--- src/rtl/vc8000d_g2_hevc_intra_pkg.sv ---
// Shared definitions for the HEVC intra neighbour-availability sequencers:
// vector widths, sequencer states, flags field layout and z-scan helpers.
package vc8000d_g2_hevc_intra_pkg;

    localparam int unsigned STATE_W = 208;
    localparam int unsigned FLAG_W  = 33;
    localparam int unsigned TUCNT_W = 8;

    // neighbor_flags layout: {above[15:0], corner, left[15:0]}
    localparam int unsigned FLG_ABOVE_MSB = 32;
    localparam int unsigned FLG_ABOVE_LSB = 17;
    localparam int unsigned FLG_CORNER    = 16;
    localparam int unsigned FLG_LEFT_MSB  = 15;
    localparam int unsigned FLG_LEFT_LSB  = 0;

    typedef enum logic [1:0] {
        IDLE  = 2'd0,
        RUN   = 2'd1,
        DRAIN = 2'd2
    } seq_state_e;

    typedef struct packed {
        logic [3:0] x;
        logic [3:0] y;
    } zscan_xy_t;

    // Even index bits form the x coordinate, odd bits the y coordinate.
    function automatic zscan_xy_t zscan_deinterleave(input logic [TUCNT_W-1:0] n);
        zscan_xy_t r;
        r = '0;
        for (int unsigned i = 0; i < TUCNT_W / 2; i++) begin
            r.x[i] = n[2*i];
            r.y[i] = n[2*i+1];
        end
        return r;
    endfunction

    // log2 of a power-of-two size in 4x4 units (1..16).
    function automatic logic [2:0] log2_pow2(input logic [4:0] v);
        logic [2:0] r;
        case (v)
            5'd2:    r = 3'd1;
            5'd4:    r = 3'd2;
            5'd8:    r = 3'd3;
            5'd16:   r = 3'd4;
            default: r = 3'd0;
        endcase
        return r;
    endfunction

endpackage

--- src/rtl/vc8000d_g2_hevc_zscan_tu_gen.sv ---
// TU walker for one CU: clamps the TU size to the CU, counts TUs in z-scan
// order and produces the current TU offset (4x4 units) and last-TU flag.
module vc8000d_g2_hevc_zscan_tu_gen
    import vc8000d_g2_hevc_intra_pkg::*;
(
    input  logic       clk,
    input  logic       rst_n,
    input  logic       start_i,
    input  logic       advance_i,
    input  logic [4:0] cu_4x4_i,
    input  logic [3:0] tu_size_4x4_i,
    output logic [3:0] tu_size_eff_o,
    output logic [5:0] tu_x_o,
    output logic [5:0] tu_y_o,
    output logic       last_o
);

    logic [TUCNT_W-1:0] n_q;
    logic [TUCNT_W-1:0] n_d;
    logic [2:0]         tu_lg;
    logic [2:0]         side_lg;
    logic [8:0]         tu_count;
    zscan_xy_t          xy;

    // Effective TU size, TU count and coordinates of the current TU.
    always_comb begin
        if ({1'b0, tu_size_4x4_i} < cu_4x4_i) begin
            tu_size_eff_o = tu_size_4x4_i;
        end else begin
            tu_size_eff_o = cu_4x4_i[3:0];
        end
        tu_lg    = log2_pow2({1'b0, tu_size_eff_o});
        side_lg  = log2_pow2(cu_4x4_i) - tu_lg;
        tu_count = 9'd1 << {side_lg, 1'b0};
        last_o   = ({1'b0, n_q} == (tu_count - 9'd1));
        xy       = zscan_deinterleave(n_q);
        tu_x_o   = {2'b00, xy.x} << tu_lg;
        tu_y_o   = {2'b00, xy.y} << tu_lg;
    end

    // Counter restarts on a new CU and returns to zero after the last TU.
    always_comb begin
        n_d = n_q;
        if (start_i) begin
            n_d = '0;
        end else if (advance_i) begin
            n_d = last_o ? '0 : n_q + 1'b1;
        end
    end

    // TU index register.
    always_ff @(posedge clk) begin
        if (!rst_n) begin
            n_q <= '0;
        end else begin
            n_q <= n_d;
        end
    end

endmodule

--- src/rtl/vc8000d_g2_hevc_nbr_flags_lu_seq.sv ---
// Luma neighbour-flags sequencer: accepts a CU command, walks its TUs,
// drives the external neighbour-flags datapath, owns its state register and
// emits one registered flags word per TU over a valid/ready handshake.
module vc8000d_g2_hevc_nbr_flags_lu_seq
    import vc8000d_g2_hevc_intra_pkg::*;
(
    input  logic               clk,
    input  logic               rst_n,
    input  logic               cmd_valid,
    output logic               cmd_ready,
    input  logic [4:0]         cmd_ctb_size_div4,
    input  logic [6:0]         cmd_cu_size_pixel,
    input  logic [3:0]         cmd_tu_size_4x4,
    input  logic [5:0]         cmd_cu_x,
    input  logic [5:0]         cmd_cu_y,
    input  logic [10:0]        cmd_tmp_hor,
    input  logic [10:0]        cmd_tmp_ver,
    input  logic [20:0]        cmd_constrained_pred,
    input  logic [3:0]         cmd_slice_tile_info,
    output logic [4:0]         nf_ctb_size_div4,
    output logic [6:0]         nf_cu_size_pixel,
    output logic [3:0]         nf_tu_size_4x4,
    output logic [3:0]         nf_pixel_position_x_4x4,
    output logic [3:0]         nf_pixel_position_y_4x4,
    output logic [5:0]         nf_tu_x,
    output logic [5:0]         nf_tu_y,
    output logic [5:0]         nf_cu_x,
    output logic [5:0]         nf_cu_y,
    output logic [10:0]        nf_tmp_hor,
    output logic [10:0]        nf_tmp_ver,
    output logic [20:0]        nf_constrained_pred,
    output logic [3:0]         nf_slice_and_tile_info,
    output logic [STATE_W-1:0] nf_state_in,
    input  logic [STATE_W-1:0] nf_state_out,
    input  logic [FLAG_W-1:0]  nf_neighbor_flags,
    output logic               out_valid,
    input  logic               out_ready,
    output logic [FLAG_W-1:0]  out_flags,
    output logic [5:0]         out_tu_x,
    output logic [5:0]         out_tu_y,
    output logic               out_last,
    output logic               busy
);

    seq_state_e         state_q, state_d;
    logic [4:0]         ctb_q;
    logic [6:0]         cu_size_q;
    logic [3:0]         tu_size_q;
    logic [5:0]         cu_x_q, cu_y_q;
    logic [10:0]        tmp_hor_q, tmp_ver_q;
    logic [20:0]        cp_q;
    logic [3:0]         info_q;
    logic [STATE_W-1:0] nbr_state_q;
    logic               out_valid_q, out_last_q;
    logic [FLAG_W-1:0]  out_flags_q;
    logic [5:0]         out_tu_x_q, out_tu_y_q;

    logic               accept, capture, pop;
    logic [3:0]         tu_eff;
    logic [5:0]         tu_x, tu_y;
    logic               tu_last;

    assign accept  = cmd_valid & cmd_ready;
    assign capture = (state_q == RUN) & (~out_valid_q | out_ready);
    assign pop     = out_valid_q & out_ready;

    vc8000d_g2_hevc_zscan_tu_gen u_tu_gen (
        .clk           (clk),
        .rst_n         (rst_n),
        .start_i       (accept),
        .advance_i     (capture),
        .cu_4x4_i      (cu_size_q[6:2]),
        .tu_size_4x4_i (tu_size_q),
        .tu_size_eff_o (tu_eff),
        .tu_x_o        (tu_x),
        .tu_y_o        (tu_y),
        .last_o        (tu_last)
    );

    // Next-state logic: one CU at a time, command port open only in IDLE.
    always_comb begin
        state_d   = state_q;
        cmd_ready = 1'b0;
        case (state_q)
            IDLE: begin
                cmd_ready = 1'b1;
                if (cmd_valid) state_d = RUN;
            end
            RUN: begin
                if (capture && tu_last) state_d = DRAIN;
            end
            DRAIN: begin
                if (pop && out_last_q) state_d = IDLE;
            end
            default: state_d = IDLE;
        endcase
    end

    // FSM state register.
    always_ff @(posedge clk) begin
        if (!rst_n) begin
            state_q <= IDLE;
        end else begin
            state_q <= state_d;
        end
    end

    // Command registers, loaded on accept and held for the whole CU.
    always_ff @(posedge clk) begin
        if (!rst_n) begin
            ctb_q     <= '0;
            cu_size_q <= '0;
            tu_size_q <= '0;
            cu_x_q    <= '0;
            cu_y_q    <= '0;
            tmp_hor_q <= '0;
            tmp_ver_q <= '0;
            cp_q      <= '0;
            info_q    <= '0;
        end else if (accept) begin
            ctb_q     <= cmd_ctb_size_div4;
            cu_size_q <= cmd_cu_size_pixel;
            tu_size_q <= cmd_tu_size_4x4;
            cu_x_q    <= cmd_cu_x;
            cu_y_q    <= cmd_cu_y;
            tmp_hor_q <= cmd_tmp_hor;
            tmp_ver_q <= cmd_tmp_ver;
            cp_q      <= cmd_constrained_pred;
            info_q    <= cmd_slice_tile_info;
        end
    end

    // Neighbour state advances only when a TU result is captured.
    always_ff @(posedge clk) begin
        if (!rst_n) begin
            nbr_state_q <= '0;
        end else if (capture) begin
            nbr_state_q <= nf_state_out;
        end
    end

    // Output word register: capture replaces a popped or empty slot.
    always_ff @(posedge clk) begin
        if (!rst_n) begin
            out_valid_q <= 1'b0;
            out_flags_q <= '0;
            out_tu_x_q  <= '0;
            out_tu_y_q  <= '0;
            out_last_q  <= 1'b0;
        end else if (capture) begin
            out_valid_q <= 1'b1;
            out_flags_q <= nf_neighbor_flags;
            out_tu_x_q  <= tu_x;
            out_tu_y_q  <= tu_y;
            out_last_q  <= tu_last;
        end else if (pop) begin
            out_valid_q <= 1'b0;
        end
    end

    assign nf_ctb_size_div4        = ctb_q;
    assign nf_cu_size_pixel        = cu_size_q;
    assign nf_tu_size_4x4          = tu_eff;
    assign nf_pixel_position_x_4x4 = cu_x_q[3:0] + tu_x[3:0];
    assign nf_pixel_position_y_4x4 = cu_y_q[3:0] + tu_y[3:0];
    assign nf_tu_x                 = tu_x;
    assign nf_tu_y                 = tu_y;
    assign nf_cu_x                 = cu_x_q;
    assign nf_cu_y                 = cu_y_q;
    assign nf_tmp_hor              = tmp_hor_q;
    assign nf_tmp_ver              = tmp_ver_q;
    assign nf_constrained_pred     = cp_q;
    assign nf_slice_and_tile_info  = info_q;
    assign nf_state_in             = nbr_state_q;

    assign out_valid = out_valid_q;
    assign out_flags = out_flags_q;
    assign out_tu_x  = out_tu_x_q;
    assign out_tu_y  = out_tu_y_q;
    assign out_last  = out_last_q;
    assign busy      = (state_q != IDLE) | out_valid_q;

endmodule

--- config.mk ---
export PLATFORM = sky130hd
export DESIGN_NAME = vc8000d_g2_hevc_nbr_flags_lu_seq
export DESIGN_NICKNAME = d
export VERILOG_FILES = /design/src/rtl/vc8000d_g2_hevc_intra_pkg.sv /design/src/rtl/vc8000d_g2_hevc_zscan_tu_gen.sv /design/src/rtl/vc8000d_g2_hevc_nbr_flags_lu_seq.sv
export SDC_FILE = /design/constraint.sdc
export NUM_CORES = 1
export LEC_CHECK = 0
export BUFFER_PORTS_ARGS = -buffer_cell sky130_fd_sc_hd__buf_2
export CORE_AREA = 2 2 264 266
export CTS_CLUSTER_SIZE = 20
export DETAILED_ROUTE_END_ITERATION = 8
export DIE_AREA = 0 0 266 268
export PLACE_DENSITY = 0.5
export SYNTH_ARGS = -nofsm -noshare
export SYNTH_HDL_FRONTEND = slang
export SYNTH_SLANG_ARGS = --single-unit
--- constraint.sdc ---
create_clock -name clk -period 6.9 [get_ports clk]
set_clock_uncertainty 0.1 [all_clocks]
set_input_delay 2.07 -clock clk [delete_from_list [all_inputs] [get_ports clk]]
set_output_delay 2.07 -clock clk [all_outputs]
set_load 0.05 [all_outputs]
After elaboration in Yosys (flattened, before gate mapping):

Index checks and enable logic that the tools add are counted.

* add/sub/neg operators: 5
* $lt $le $gt $ge: 1
* equal/unequal tests: 13
* shifts and indexed selects: 3
* multiplexer cells: 11
* bitwise operators: 7
* reduce and logical (&&, ||, !) cells: 7

Operators with widths (count)
* 2-bit one-hot mux with 3 select lines: 2
* 3-bit one-hot mux with 4 select lines: 1
* 4-bit by 2-bit left shift with 6-bit output: 2
* 8-bit by 9-bit equality test with 1-bit output: 1
* 1-bit by 4-bit left shift with 9-bit output, first input constant: 1
* 9-bit by 1-bit subtractor with 9-bit output, second input constant: 1
* 4-bit adder: 2
* 8-bit by 1-bit adder with 8-bit output, second input constant: 1
* 8-bit 2-to-1 mux: 1
* 2-bit 2-to-1 mux: 3
* 5-bit by 2-bit equality test with 1-bit output, second input constant: 1
* 5-bit by 3-bit equality test with 1-bit output, second input constant: 1
* 5-bit by 4-bit equality test with 1-bit output, second input constant: 1
* 5-bit equality test, second input constant: 1
* 4-bit by 5-bit < comparator with 1-bit output: 1
* 4-bit by 2-bit equality test with 1-bit output, second input constant: 1
* 4-bit by 3-bit equality test with 1-bit output, second input constant: 1
* 4-bit equality test, second input constant: 1
* 4-bit 2-to-1 mux: 1
* 2-bit != test, second input constant: 2
* 2-bit nonzero test: 2
* 1-bit bitwise AND: 3
* 1-bit 2-to-1 mux: 3
* 3-bit AND reduction: 1
* 9 further kinds: 12

* register bits after elaboration: 340
* input bits: 320
* logic and storage cells: 64

Depth between registers and ports, before layout:

Gate-level depths: netlist (run 1).

* depth after elaboration: 11
* depth in mapped cells: 22

Cells and area by module:

From an unflattened synthesis (run 1), not the netlist that was laid out.

* cell total of the unflattened synthesis: 1668
* area, all modules: 14425.1 sq um

Modules (own cells, without submodules)
* vc8000d_g2_hevc_nbr_flags_lu_seq: times used 1, cells each 1524, area each 13329.0 sq um, seq. area each 6646.4 sq um
* vc8000d_g2_hevc_zscan_tu_gen: times used 1, cells each 144, area each 1096.1 sq um, seq. area each 160.2 sq um

Worst setup path before layout (run 1):

Ideal clock, no wire load.

* path type: register to output
* from: register cu_size_q[5], in the netlist nf_cu_size_pixel[5]
* to: output port nf_pixel_position_x_4x4[3]
* data arrival time: 4.480 ns
* path slack: 0.250 ns
* cell stages (with the launch flop): 16
* buffers on the path: 2
* path through: dfxtp_1 buf_2 inv_1 ha_1 o21a_1 o21a_1 clkbuf_1 nand2_1 o21ai_0 a22oi_1 inv_1 ha_1 a21o_1 a21oi_1 xor2_1 xnor2_1

* longest elaborated chain between the ends: 6
* elaborated cells between the ends (all ways): 8
* those cells by class: add/sub (1); order compare (1); eq/ne (3); shift (1); mux (2)

Ends and longest elaborated chain
* start: declaration: RTL line vc8000d_g2_hevc_nbr_flags_lu_seq.sv:47 `logic [6:0] cu_size_q;`
* start signal: assignment: RTL line vc8000d_g2_hevc_nbr_flags_lu_seq.sv:122 `cu_size_q <= cmd_cu_size_pixel;`
* 4-bit by 5-bit < comparator with 1-bit output: RTL line vc8000d_g2_hevc_zscan_tu_gen.sv:27 `if ({1'b0, tu_size_4x4_i} < cu_4x4_i) begin`
* 4-bit 2-to-1 mux *: RTL line vc8000d_g2_hevc_zscan_tu_gen.sv:27
* 4-bit equality test (tied with other cells): RTL line vc8000d_g2_hevc_intra_pkg.sv:41 `case (v)`
* 2-bit one-hot mux with 3 select lines *: RTL line vc8000d_g2_hevc_intra_pkg.sv:41
* 4-bit by 2-bit left shift with 6-bit output *: RTL line vc8000d_g2_hevc_zscan_tu_gen.sv:37 `tu_x_o = {2'b00, xy.x} << tu_lg;`
* named net nf_tu_x[1]: RTL line vc8000d_g2_hevc_nbr_flags_lu_seq.sv:25 `output logic [5:0] nf_tu_x,`
* 4-bit adder *: RTL line vc8000d_g2_hevc_nbr_flags_lu_seq.sv:164 `assign nf_pixel_position_x_4x4 = cu_x_q[3:0] + tu_x[3:0];`
* end: declaration: RTL line vc8000d_g2_hevc_nbr_flags_lu_seq.sv:23 `output logic [3:0] nf_pixel_position_x_4x4,`

Mark *: on every way through the listed nets, which the timed path passes. The rest lies on a longest branch.

Final worst setup path (run 1):

* from: register cu_size_q[4], in the netlist nf_cu_size_pixel[4]
* to: output port nf_pixel_position_y_4x4[3]

* longest elaborated chain between the ends: 6
* elaborated cells between the ends (all ways): 8
* those cells by class: add/sub (1); order compare (1); eq/ne (3); shift (1); mux (2)

Ends and longest elaborated chain
* 4-bit by 5-bit < comparator with 1-bit output: RTL line vc8000d_g2_hevc_zscan_tu_gen.sv:27
* 4-bit 2-to-1 mux *: RTL line vc8000d_g2_hevc_zscan_tu_gen.sv:27
* 4-bit equality test (tied with other cells): RTL line vc8000d_g2_hevc_intra_pkg.sv:41
* 2-bit one-hot mux with 3 select lines *: RTL line vc8000d_g2_hevc_intra_pkg.sv:41
* 4-bit by 2-bit left shift with 6-bit output *: RTL line vc8000d_g2_hevc_zscan_tu_gen.sv:38 `tu_y_o = {2'b00, xy.y} << tu_lg;`
* 4-bit adder *: RTL line vc8000d_g2_hevc_nbr_flags_lu_seq.sv:165 `assign nf_pixel_position_y_4x4 = cu_y_q[3:0] + tu_y[3:0];`
* end: declaration: RTL line vc8000d_g2_hevc_nbr_flags_lu_seq.sv:24 `output logic [3:0] nf_pixel_position_y_4x4,`

Every way passes the cells marked *; elsewhere a longest branch is shown, timed or not.

==> results of run 1 <==
[layout make-up]
cell class / instances / area, um2
inverters: 23 / 86.3
diodes: 4 / 10.0
clock inverters: 10 / 108
well taps: 882 / 1100
multi-input cells: 1183 / 6360
flip-flops and latches: 340 / 6810
fillers: 7619 / 49000
repair buffers: 682 / 3500
clock buffers: 64 / 1260
[cell usage in the layout (no fill, tap or decap), types with 5 or more instances in the layout]
| cell | instances |
|---|---|
| nand3_1 | 10 |
| a21boi_0 | 319 |
| nand2_1 | 659 |
| nor3_1 | 17 |
| dfxtp_1 | 340 |
| buf_2 | 670 |
| clkbuf_1 | 10 |
| a21oi_1 | 22 |
| o21ai_0 | 26 |
| clkinv_2 | 6 |
| inv_1 | 22 |
| xnor2_1 | 10 |
| and3_1 | 5 |
| ha_1 | 12 |
| nor2_1 | 16 |
| buf_4 | 7 |
| clkbuf_16 | 43 |
| clkbuf_8 | 12 |
| o21a_1 | 6 |
[worst max-delay path, cell delays in order, from the launching register on]
cell and delay (ns):
dfxtp_1 0.55, inv_1 0.17, ha_1 0.25, nor3_1 0.28, o21ai_1 0.26, nand2_1 0.32
mux2i_1 0.12, buf_4 0.17, a22oi_1 0.36, inv_1 0.12, ha_1 0.30, a21o_1 0.15
a21oi_1 0.17, xor2_1 0.20, xnor2_1 0.13, buf_2 0.28
[sequential cells by signal (all words and copies together) (netlist names), 7 cells and up]
register	cells
nf_constrained_pred	21
nf_state_in	208
nf_tmp_ver	11
nf_tmp_hor	11
nf_cu_size_pixel	7
u_tu_gen.n_q	8
out_flags	33
[report_power, final]
part           internal, mW  switching [mW]  total, mW
sequential             2.12          0.0840       2.21
clock                  1.33           0.872       2.21
combinational         0.380            1.14       1.52
total                  3.83            2.09       5.93
[path summary, 6_finish.rpt]
check             slack, ns                       endpoint
setup / recovery       0.36     nf_pixel_position_y_4x4[3]
hold / removal         0.36  nf_state_in[180]$_SDFFE_PN0P_
setup reg to reg       1.07          out_last$_SDFFE_PN0P_
hold reg to reg        0.36  nf_state_in[180]$_SDFFE_PN0P_
[metrics by stage]
| step | power (mW) | instances | utilization | cell area, um2 |
|---|---|---|---|---|
| 3_5_place_dp | 3.78 | 3110 | 0.262 | 17900 |
| 2_1_floorplan | 3.33 | 1670 | - | 13700 |
| 6_report | 5.93 | 3188 | 0.282 | 19200 |
| 5_1_grt | 6.23 | 3188 | 0.282 | 19200 |
| 4_1_cts | 6.04 | 3184 | 0.282 | 19200 |
| 3_3_place_gp | 3.78 | 3110 | 0.262 | 17900 |
[synthesized netlist by cell type (3+ instances only)]
| master | count |
|---|---|
| inv_1 | 22 |
| nand3_1 | 11 |
| a211oi_2 | 3 |
| a21oi_1 | 22 |
| and3_1 | 6 |
| fa_1 | 3 |
| a311oi_1 | 3 |
| xor2_1 | 3 |
| o32ai_1 | 3 |
| nand2_1 | 660 |
| buf_1 | 4 |
| nor3_1 | 17 |
| o21ai_0 | 26 |
| a21boi_0 | 319 |
| clkbuf_1 | 116 |
| o21ai_1 | 3 |
| a31oi_1 | 4 |
| and2_1 | 5 |
| ha_1 | 12 |
| o21a_1 | 6 |
| nor2_1 | 16 |
| xnor2_1 | 10 |
| nand2b_1 | 3 |
| a2111oi_0 | 4 |
| nor4_1 | 4 |
| o31ai_1 | 3 |
| dfxtp_1 | 340 |
[logic make-up (layout without fill, tap and decap cells)]
kind of cell | count (synthesis) | count (layout)
and+or+nand+nor | 738 | 738
AOI/OAI and AO/OA | 414 | 414
DFF | 340 | 340
buffers and inverters | 147 | 779
adders and majority gates | 16 | 16
xor gates and xnor gates | 13 | 13
muxes | 2 | 2
other | 0 | 4
[metal layers]
layer	vias to the layer above	GRT usage
met5	-	0
met4	2	0.0416
met3	65	0.0390
met2	398	0.221
met1	5984	0.153
li1	6703	-
==> metrics.cfg, run 1 <==
[status]
status = completed

[sta]
setup_viol = 0
tns_ns = 0
slew_headroom = 0.379
slew_violations = 0
fmax_ghz = 0.153
rsz0062_at_grt = false
hold_viol_final = 0
max_slew.worst_pin.slew_ns = 0.931
hold_ws_ns = 0.358
period_share = 0.948
layout_setup_ws_ns = 0.356
period_needed_ns = 6.54

[critical_path]
worstSetupStartpointType = register
r2r-start = nf_cu_size_pixel[4]$_SDFFE_PN0P_
critPathCaptureType = primary output
cp-startpoint = nf_cu_size_pixel[4]$_SDFFE_PN0P_
crit_arrival_ns = 4.37
cp.required_ns = 4.73
reg2reg_depth = 18
critical_path_class = reg2out
path_max_fanout = 11

[synth]
synth_nets = 2005
synthXorXnorAreaFrac = 0.00830
synth_top_area_cell = dfxtp_1
synth_simple_gate_area_frac = 0.214
yosysWarnings = 0
synth_ff_type = dfxtp_1
yosysTopAreaCellShare = 0.496
synth-seq-cells = 340
async_flop_share = 0
synth_edf_count = 0
ys_top_cells_by_area = dfxtp_1, nand2_1, a21boi_0
synth.distinct_cells = 58
syn_inst = 1670
synth_area_per_cell_um2 = 8.21
synth_compound_area_frac = 0.222
ys_seq_area_frac = 0.496
synth_area_um2 = 13700
synthAdderAreaFrac = 0.0161
synthMuxAreaShare = 0.00155
synth_top_family_by_area = compound AO/OA/AOI/OAI gates

[floorplanning]
row_count = 96
start_util = 0.201
die_area_um2 = 71300
dieWidth_um = 266
design.core.area_um2 = 68200
die-height_um = 268
pin_count = 672

[grt]
grt_pass1_wl_um = 72800
grt_usage = 0.128
antenna_found_initial = 5
grt_max_degree = 186
grt_pass1_vias = 12400
gr-total-overflow = 0

[run]
maxCapViolations = 0

[clock_network]
cts_sinks = 340
hold_buffers = 0
worstSkewPairLatency_ns = 0.55
clk_root_buffer_cell = clkbuf_16
cts_made_buffers = 41
cts_tree = done
path_clk_slew_ns = 0.05
post_cts_buffers = 0
cts.htree.levels = 2
ctsResizeCount = 0
clk_path_buf_depth = 3

[drt]
wl_met1_um = 20500
vias_per_cell = 4.13
wl_per_cell_um = 15.4
vias = 13200
route.met3.wl_um = 3730
top_layer_used = met5
drtPass1Iterations = 4
drt_iter0_drc = 692
drcViolationCount = 0
wl_met2_um = 23900
wirelength_um = 49200
antenna_left = 0

[worst_hold_path]
worstHoldPathType = reg2reg
hold_depth = 2
hp-start = nf_state_in[180]$_SDFFE_PN0P_

[finish]
drive_above_1_share = 0.334
syn_to_final_growth_pct = 40.3
num-nets-final = 2606

[placement]
port_buffers = 671
pre_cts_slack_ns = 0.982
hpwl_um = 35500
gp_congestion = 0.813

[pwr]
vdd_drop_max_uv = 172
power.density_nw_per_um2 = 308
p_leak_nw = 8.69

Power figures use the tool's default switching activity.
==> run 2: changes to the inputs <==
--- a/config.mk
+++ b/config.mk
@@ -5,12 +5,12 @@
 export SDC_FILE = /design/constraint.sdc
 export NUM_CORES = 1
 export LEC_CHECK = 0
-export BUFFER_PORTS_ARGS = -buffer_cell sky130_fd_sc_hd__buf_2
 export CORE_AREA = 2 2 264 266
 export CTS_CLUSTER_SIZE = 20
 export DETAILED_ROUTE_END_ITERATION = 8
 export DIE_AREA = 0 0 266 268
-export PLACE_DENSITY = 0.5
+export DONT_BUFFER_PORTS = 1
+export PLACE_DENSITY = 0.42
 export SYNTH_ARGS = -nofsm -noshare
 export SYNTH_HDL_FRONTEND = slang
 export SYNTH_SLANG_ARGS = --single-unit
==> constraint.sdc (replaced) <==
create_clock -name clk -period 6.9 [get_ports clk]
set_clock_uncertainty 0.1 [all_clocks]
set_input_delay 2.07 -clock clk [delete_from_list [all_inputs] [get_ports clk]]
set_output_delay 2.07 -clock clk [all_outputs]
set_load 0.005 [all_outputs]
==> run 2 against run 1 <==
Effect of this change:
- via count is 16% lower
- critical path depth shrank 2
- flip-flop and latch count is the same
- clock-buffer cell count shrank 4
==> metrics.cfg, run 2 (synthesis gave the netlist of run 1 again) <==
[floorplanning]
dieWidth_um = 266  ; unchanged
row_count = 96  ; unchanged
die-height_um = 268  ; unchanged
die_area_um2 = 71300  ; unchanged
pin_count = 672  ; unchanged
design.core.area_um2 = 68200  ; unchanged
start_util = 0.201  ; unchanged

[drt]
vias_per_cell = 4.41  ; +7.0%
drt_iter0_drc = 682  ; -1.4%
vias = 11100  ; -16%
antenna_left = 0  ; unchanged
wirelength_um = 44800  ; -8.9%
drcViolationCount = 0  ; unchanged
drtPass1Iterations = 5  ; +1
wl_per_cell_um = 17.9  ; +16%

[finish]
final_common_cell = nand2_1
final_cell_mix = nand2_1, dfxtp_1, a21boi_0, clkbuf_16, o21ai_0
insertedDiodeCount = 0  ; -4
syn_to_final_growth_pct = 15.6
largest_reg_flops = 208  ; unchanged
drive_above_1_share = 0.0572  ; -0.276
num-nets-final = 1931  ; -26%
fin_util = 0.232  ; -0.0496
fin_cells = 2508  ; -21%

[pwr]
p_leak_nw = 5.56  ; -36%
power.density_nw_per_um2 = 324  ; +5.2%
total_power_mw = 5.14  ; -13%
vdd_drop_max_uv = 168  ; -2.1%

[clock_network]
ctsResizeCount = 0  ; unchanged
cts_made_buffers = 41  ; unchanged
clk_path_buf_depth = 3  ; unchanged
cts_tree = done
hold_buffers = 0  ; unchanged
cts.htree.levels = 2  ; unchanged
cts_sinks = 340  ; unchanged
path_clk_slew_ns = 0.05  ; about the same
clk_root_buffer_cell = clkbuf_16
worstSkewPairLatency_ns = 0.55  ; about the same
post_cts_buffers = 0  ; unchanged

[critical_path]
cp.required_ns = 4.73  ; about the same
crit_arrival_ns = 4.32  ; -0.05 ns
slowest_stage = dfxtp_1
slowest_delay_ns = 0.61  ; +0.06 ns
worstSetupStartpointType = register
critPathCaptureType = primary output
path_max_fanout = 11  ; unchanged
crit_chain = inv_1 > ha_1 > nor3_1 > o21ai_1 > nand2_1 > o21ai_1 > a22oi_1 > inv_1 > ha_1 > a21o_1 > a21oi_1 > xor2_1 > xnor2_1
critical_path_class = reg2out

[grt]
grt_pass1_wl_um = 64600  ; -11%
grt_max_degree = 337  ; +81%
gr-total-overflow = 0  ; unchanged
grt_pass1_vias = 10400  ; -16%
grt_usage = 0.114  ; -0.0140
antenna_found_initial = 0  ; -5

[sta]
slew_headroom = 0.455  ; +0.0758
rsz0062_at_grt = false
fmax_ghz = 0.154  ; +0.89%
max_slew.worst_pin.slew_ns = 0.817  ; -0.114 ns
period_needed_ns = 6.49  ; -0.0576 ns
slew_violations = 0  ; unchanged
setup_viol = 0  ; unchanged
tns_ns = 0  ; unchanged
hold_viol_final = 0  ; unchanged
period_share = 0.940  ; -0.00835

[status]
status = completed

[placement]
hpwl_um = 32300  ; -8.9%
gp_congestion = 0.843  ; +3.7%
port_buffers = 0  ; -100%
placed_cells = 2435  ; -22%

[worst_hold_path]
worstHoldPathType = reg2reg

[run]
maxCapViolations = 0  ; unchanged

run 2: changes by cell type in the layout (fill, tap and decap cells not counted), sizes merged:
| cell | before | now |
|---|---|---|
| clkbuf | 65 | 60 |
| diode | 4 | 0 |
| bufinv | 2 | 5 |
| buf | 681 | 7 |
| clkinvlp | 0 | 1 |
| inv | 25 | 24 |
run 2: final cells by class:
| type | count | area [um2] |
|---|---|---|
| Fill cell | 7536 | 52400 |
| Sequential cell | 340 | 6810 |
| Multi-Input combinational cell | 1183 | 6360 |
| Clock buffer | 60 | 1200 |
| Tap cell | 882 | 1100 |
| Clock inverter | 13 | 208 |
| Timing Repair Buffer | 7 | 90.1 |
| Inverter | 23 | 86.3 |
run 2: per-stage QoR:
step	area, um2	hold WS, ns	worst slack (ns)
after floorplan	13700	0.355	1.58
after global placement	14400	0.371	0.999
after detailed placement	14400	0.376	0.939
after CTS	15900	0.383	0.312
after global routing	15900	0.398	0.0617
final	15900	0.383	0.414
run 2: final timing paths:
kind | end | cells past startpoint | slack, ns | start
min reg2reg | nf_state_in[110]$_SDFFE_PN0P_ | 2 | 0.38 | nf_state_in[110]$_SDFFE_PN0P_
max reg2reg | out_last$_SDFFE_PN0P_ | 19 | 0.92 | nf_cu_size_pixel[4]$_SDFFE_PN0P_
min | nf_state_in[110]$_SDFFE_PN0P_ | 2 | 0.38 | nf_state_in[110]$_SDFFE_PN0P_
max | nf_pixel_position_y_4x4[3] | 13 | 0.41 | nf_cu_size_pixel[4]$_SDFFE_PN0P_
run 2: metal layers:
metal / global-route usage / share of wire / vias to the layer above
met4: 0.0351 / 0.023 / 0
met3: 0.0367 / 0.089 / 58
met1: 0.129 / 0.39 / 5231
met5: 0 / 0 / -
met2: 0.204 / 0.50 / 455
li1: - / - / 5325
run 2: where the power goes:
| group | internal (mW) | total [mW] | switching (mW) |
|---|---|---|---|
| clock network | 1.39 | 2.25 | 0.858 |
| logic | 0.204 | 0.616 | 0.412 |
| registers | 2.12 | 2.28 | 0.154 |
| total | 3.72 | 5.14 | 1.42 |
run 2: worst max-delay path: cells and delay by family (launching register included):
family	cells	cell delay, ns
XOR/XNOR	2	0.38
buffers and inverters	2	0.33
AO/OA/AOI/OAI	5	1.22
adder cells (fa/ha/maj)	2	0.57
AND/OR/NAND/NOR	2	0.65
flip-flops	1	0.61
==> run 3: changes to the inputs <==
--- a/config.mk
+++ b/config.mk
@@ -10,7 +10,7 @@
 export DETAILED_ROUTE_END_ITERATION = 8
 export DIE_AREA = 0 0 266 268
 export DONT_BUFFER_PORTS = 1
-export PLACE_DENSITY = 0.42
+export PLACE_DENSITY = 0.43
 export SYNTH_ARGS = -nofsm -noshare
 export SYNTH_HDL_FRONTEND = slang
 export SYNTH_SLANG_ARGS = --single-unit
==> constraint.sdc (replaced) <==
create_clock -name clk -period 5.64 [get_ports clk]
set_clock_uncertainty 0.1 [all_clocks]
set_input_delay 1.692 -clock clk [delete_from_list [all_inputs] [get_ports clk]]
set_output_delay 1.692 -clock clk [all_outputs]
set_load 0.005 [all_outputs]
==> run 3 against run 2 <==
Effect of this change:
- design area up 0.65%
- core utilization up 0.15 points
- non-clock buffer count up 12
- die area unchanged
- power up 22%
- sequential power up 22%
- sequential share of layout area down 0.26 points
- worst hold slack better by 0.0016 ns
- clock power up 19%
- worst setup slack worse by 0.12 ns
- via count down 0.37%
- routed wire length down 0.62%
- largest cell class unchanged
==> metrics.cfg, run 3 (synthesis gave the netlist of run 1 again) <==
[finish]
fillers = 7483  ; -0.70%
multi_input_area_um2 = 6400  ; +0.59%
final_cell_mix = nand2_1, dfxtp_1, a21boi_0, clkbuf_16, o21ai_0
ff_latch_area_um2 = 6810  ; about the same
design_area_um2 = 16000  ; +0.65%
fin_util = 0.234  ; +0.00150
final_common_cell = nand2_1
largest_reg_flops = 208  ; unchanged
drive_above_1_share = 0.0692  ; +0.0120
num-nets-final = 1942  ; +0.57%
insertedDiodeCount = 0  ; unchanged
syn_to_final_growth_pct = 16.4

[critical_path]
slowest_stage = a221oi_2
cp.required_ns = 3.85  ; -0.88 ns
slowest_delay_ns = 0.37  ; -0.24 ns
cpMostUsedCell = ha_1
worstSetupStartpointType = register
path_max_fanout = 9  ; -2
crit_chain = inv_1 > ha_1 > o21a_1 > o21a_2 > a221oi_2 > nor2_1 > o21ai_0 > a21bo_2 > ha_1 > a21oi_1 > xor2_1 > xnor2_1
crit_arrival_ns = 3.56  ; -0.76 ns
critPathCaptureType = primary output
critical_path_class = reg2out

[sta]
period_needed_ns = 5.35
max_slew.worst_pin.slew_ns = 0.864  ; +0.0462 ns
period_share = 0.949
setup_viol = 0  ; unchanged
rsz0062_at_grt = false
fmax_ghz = 0.187
slew_headroom = 0.424  ; -0.0308
tns_ns = 0  ; unchanged
slew_violations = 0  ; unchanged
hold_viol_final = 0  ; unchanged

[pwr]
intPower_mw = 4.51  ; +21%
vdd_drop_max_uv = 186  ; +10%
p_comb_frac = 0.127  ; +0.007
netSwitchingFraction = 0.278  ; +0.000913
p_sw_mw = 1.74  ; +22%
power.density_nw_per_um2 = 392  ; +21%
power.share.clock = 0.428  ; -0.009
p_leak_nw = 5.62  ; +1.1%
p_seq_frac = 0.445  ; +0.002

[clock_network]
clk_path_buf_depth = 3  ; unchanged
cts.htree.levels = 2  ; unchanged
post_cts_buffers = 0  ; unchanged
clk_root_buffer_cell = clkbuf_16
cts_made_buffers = 40  ; -2.4%
cts_sinks = 340  ; unchanged
cts_tree = done
path_clk_slew_ns = 0.06  ; about the same
hold_buffers = 0  ; unchanged
worstSkewPairLatency_ns = 0.55  ; about the same
ctsResizeCount = 0  ; unchanged

[drt]
vias_per_cell = 4.38  ; -0.65%
wirelength_um = 44500  ; -0.62%
drcViolationCount = 0  ; unchanged
antenna_left = 0  ; unchanged
wl_per_cell_um = 17.7  ; -0.90%
vias = 11000  ; -0.37%
drt_iter0_drc = 769  ; +13%
drtPass1Iterations = 5  ; unchanged

[floorplanning]
start_util = 0.201  ; unchanged
die_area_um2 = 71300  ; unchanged
pin_count = 672  ; unchanged
row_count = 96  ; unchanged
design.core.area_um2 = 68200  ; unchanged
die-height_um = 268  ; unchanged
dieWidth_um = 266  ; unchanged

[placement]
dpl_cell_area_um2 = 14600  ; +0.80%
gp_congestion = 0.821  ; -2.6%
port_buffers = 0  ; unchanged
hpwl_um = 32000  ; -1.0%

[worst_hold_path]
worstHoldPathType = reg2reg

[status]
status = completed

[grt]
grt_max_degree = 337  ; unchanged
grt_pass1_wl_um = 64600  ; about the same
grt_pass1_vias = 10700  ; +2.4%
grt_usage = 0.114  ; -0.000145
antenna_found_initial = 2  ; +2
gr-total-overflow = 0  ; unchanged

[run]
maxCapViolations = 0  ; unchanged

## run 3: worst paths after layout
| check | from | end | slack (ns) | cells after the start |
|---|---|---|---|---|
| setup / recovery | nf_cu_size_pixel[4]$_SDFFE_PN0P_ | nf_pixel_position_y_4x4[3] | 0.29 | 12 |
| hold / removal | nf_state_in[12]$_SDFFE_PN0P_ | nf_state_in[12]$_SDFFE_PN0P_ | 0.38 | 2 |
| setup reg to reg | nf_cu_size_pixel[4]$_SDFFE_PN0P_ | out_last$_SDFFE_PN0P_ | 0.41 | 19 |
| hold reg to reg | nf_state_in[12]$_SDFFE_PN0P_ | nf_state_in[12]$_SDFFE_PN0P_ | 0.38 | 2 |
## run 3: area by class of cell
cell class / count / share of cell area
flip-flops and latches: 340 / 0.427
multi-input cells: 1183 / 0.401
clock buffers: 57 / 0.0744
well taps: 882 / 0.0692
repair buffers: 19 / 0.0129
clock inverters: 11 / 0.0104
inverters: 23 / 0.00541
## run 3: power groups by stage
stage               clock network (mW)  logic, mW  registers [mW]
floorplan                            0      0.618            2.76
global placement                     0      0.769            2.84
detailed placement                   0      0.796            2.84
CTS                               2.77      0.796            2.79
global route                      2.88      0.903            2.81
finish                            2.67      0.794            2.78
## run 3: metrics by stage
step	hold WS, ns	total power [mW]	cells	setup WS, ns
2_1_floorplan	0.355	3.38	1670	0.560
3_3_place_gp	0.372	3.61	2447	0.450
3_5_place_dp	0.378	3.63	2447	0.216
4_1_cts	0.386	6.36	2515	0.0361
5_1_grt	0.403	6.58	2515	0.0288
6_report	0.384	6.25	2515	0.290
## run 3: per-layer routing
layer  up-vias  wire length, um  track usage
li1       5363                -            -
met4         4             1190       0.0393
met1      5139            16600        0.124
met2       448            22100        0.200
met3        74             4580       0.0466
met5         -               25            0
## run 3: worst max-delay path, delay by kind of cell, from the launching register on
family	cells	cell delay, ns
AOI/OAI and AO/OA	6	1.44
xor gates and xnor gates	2	0.38
adders and majority gates	2	0.61
buffers and inverters	1	0.08
DFF	1	0.33
and+or+nand+nor	1	0.17
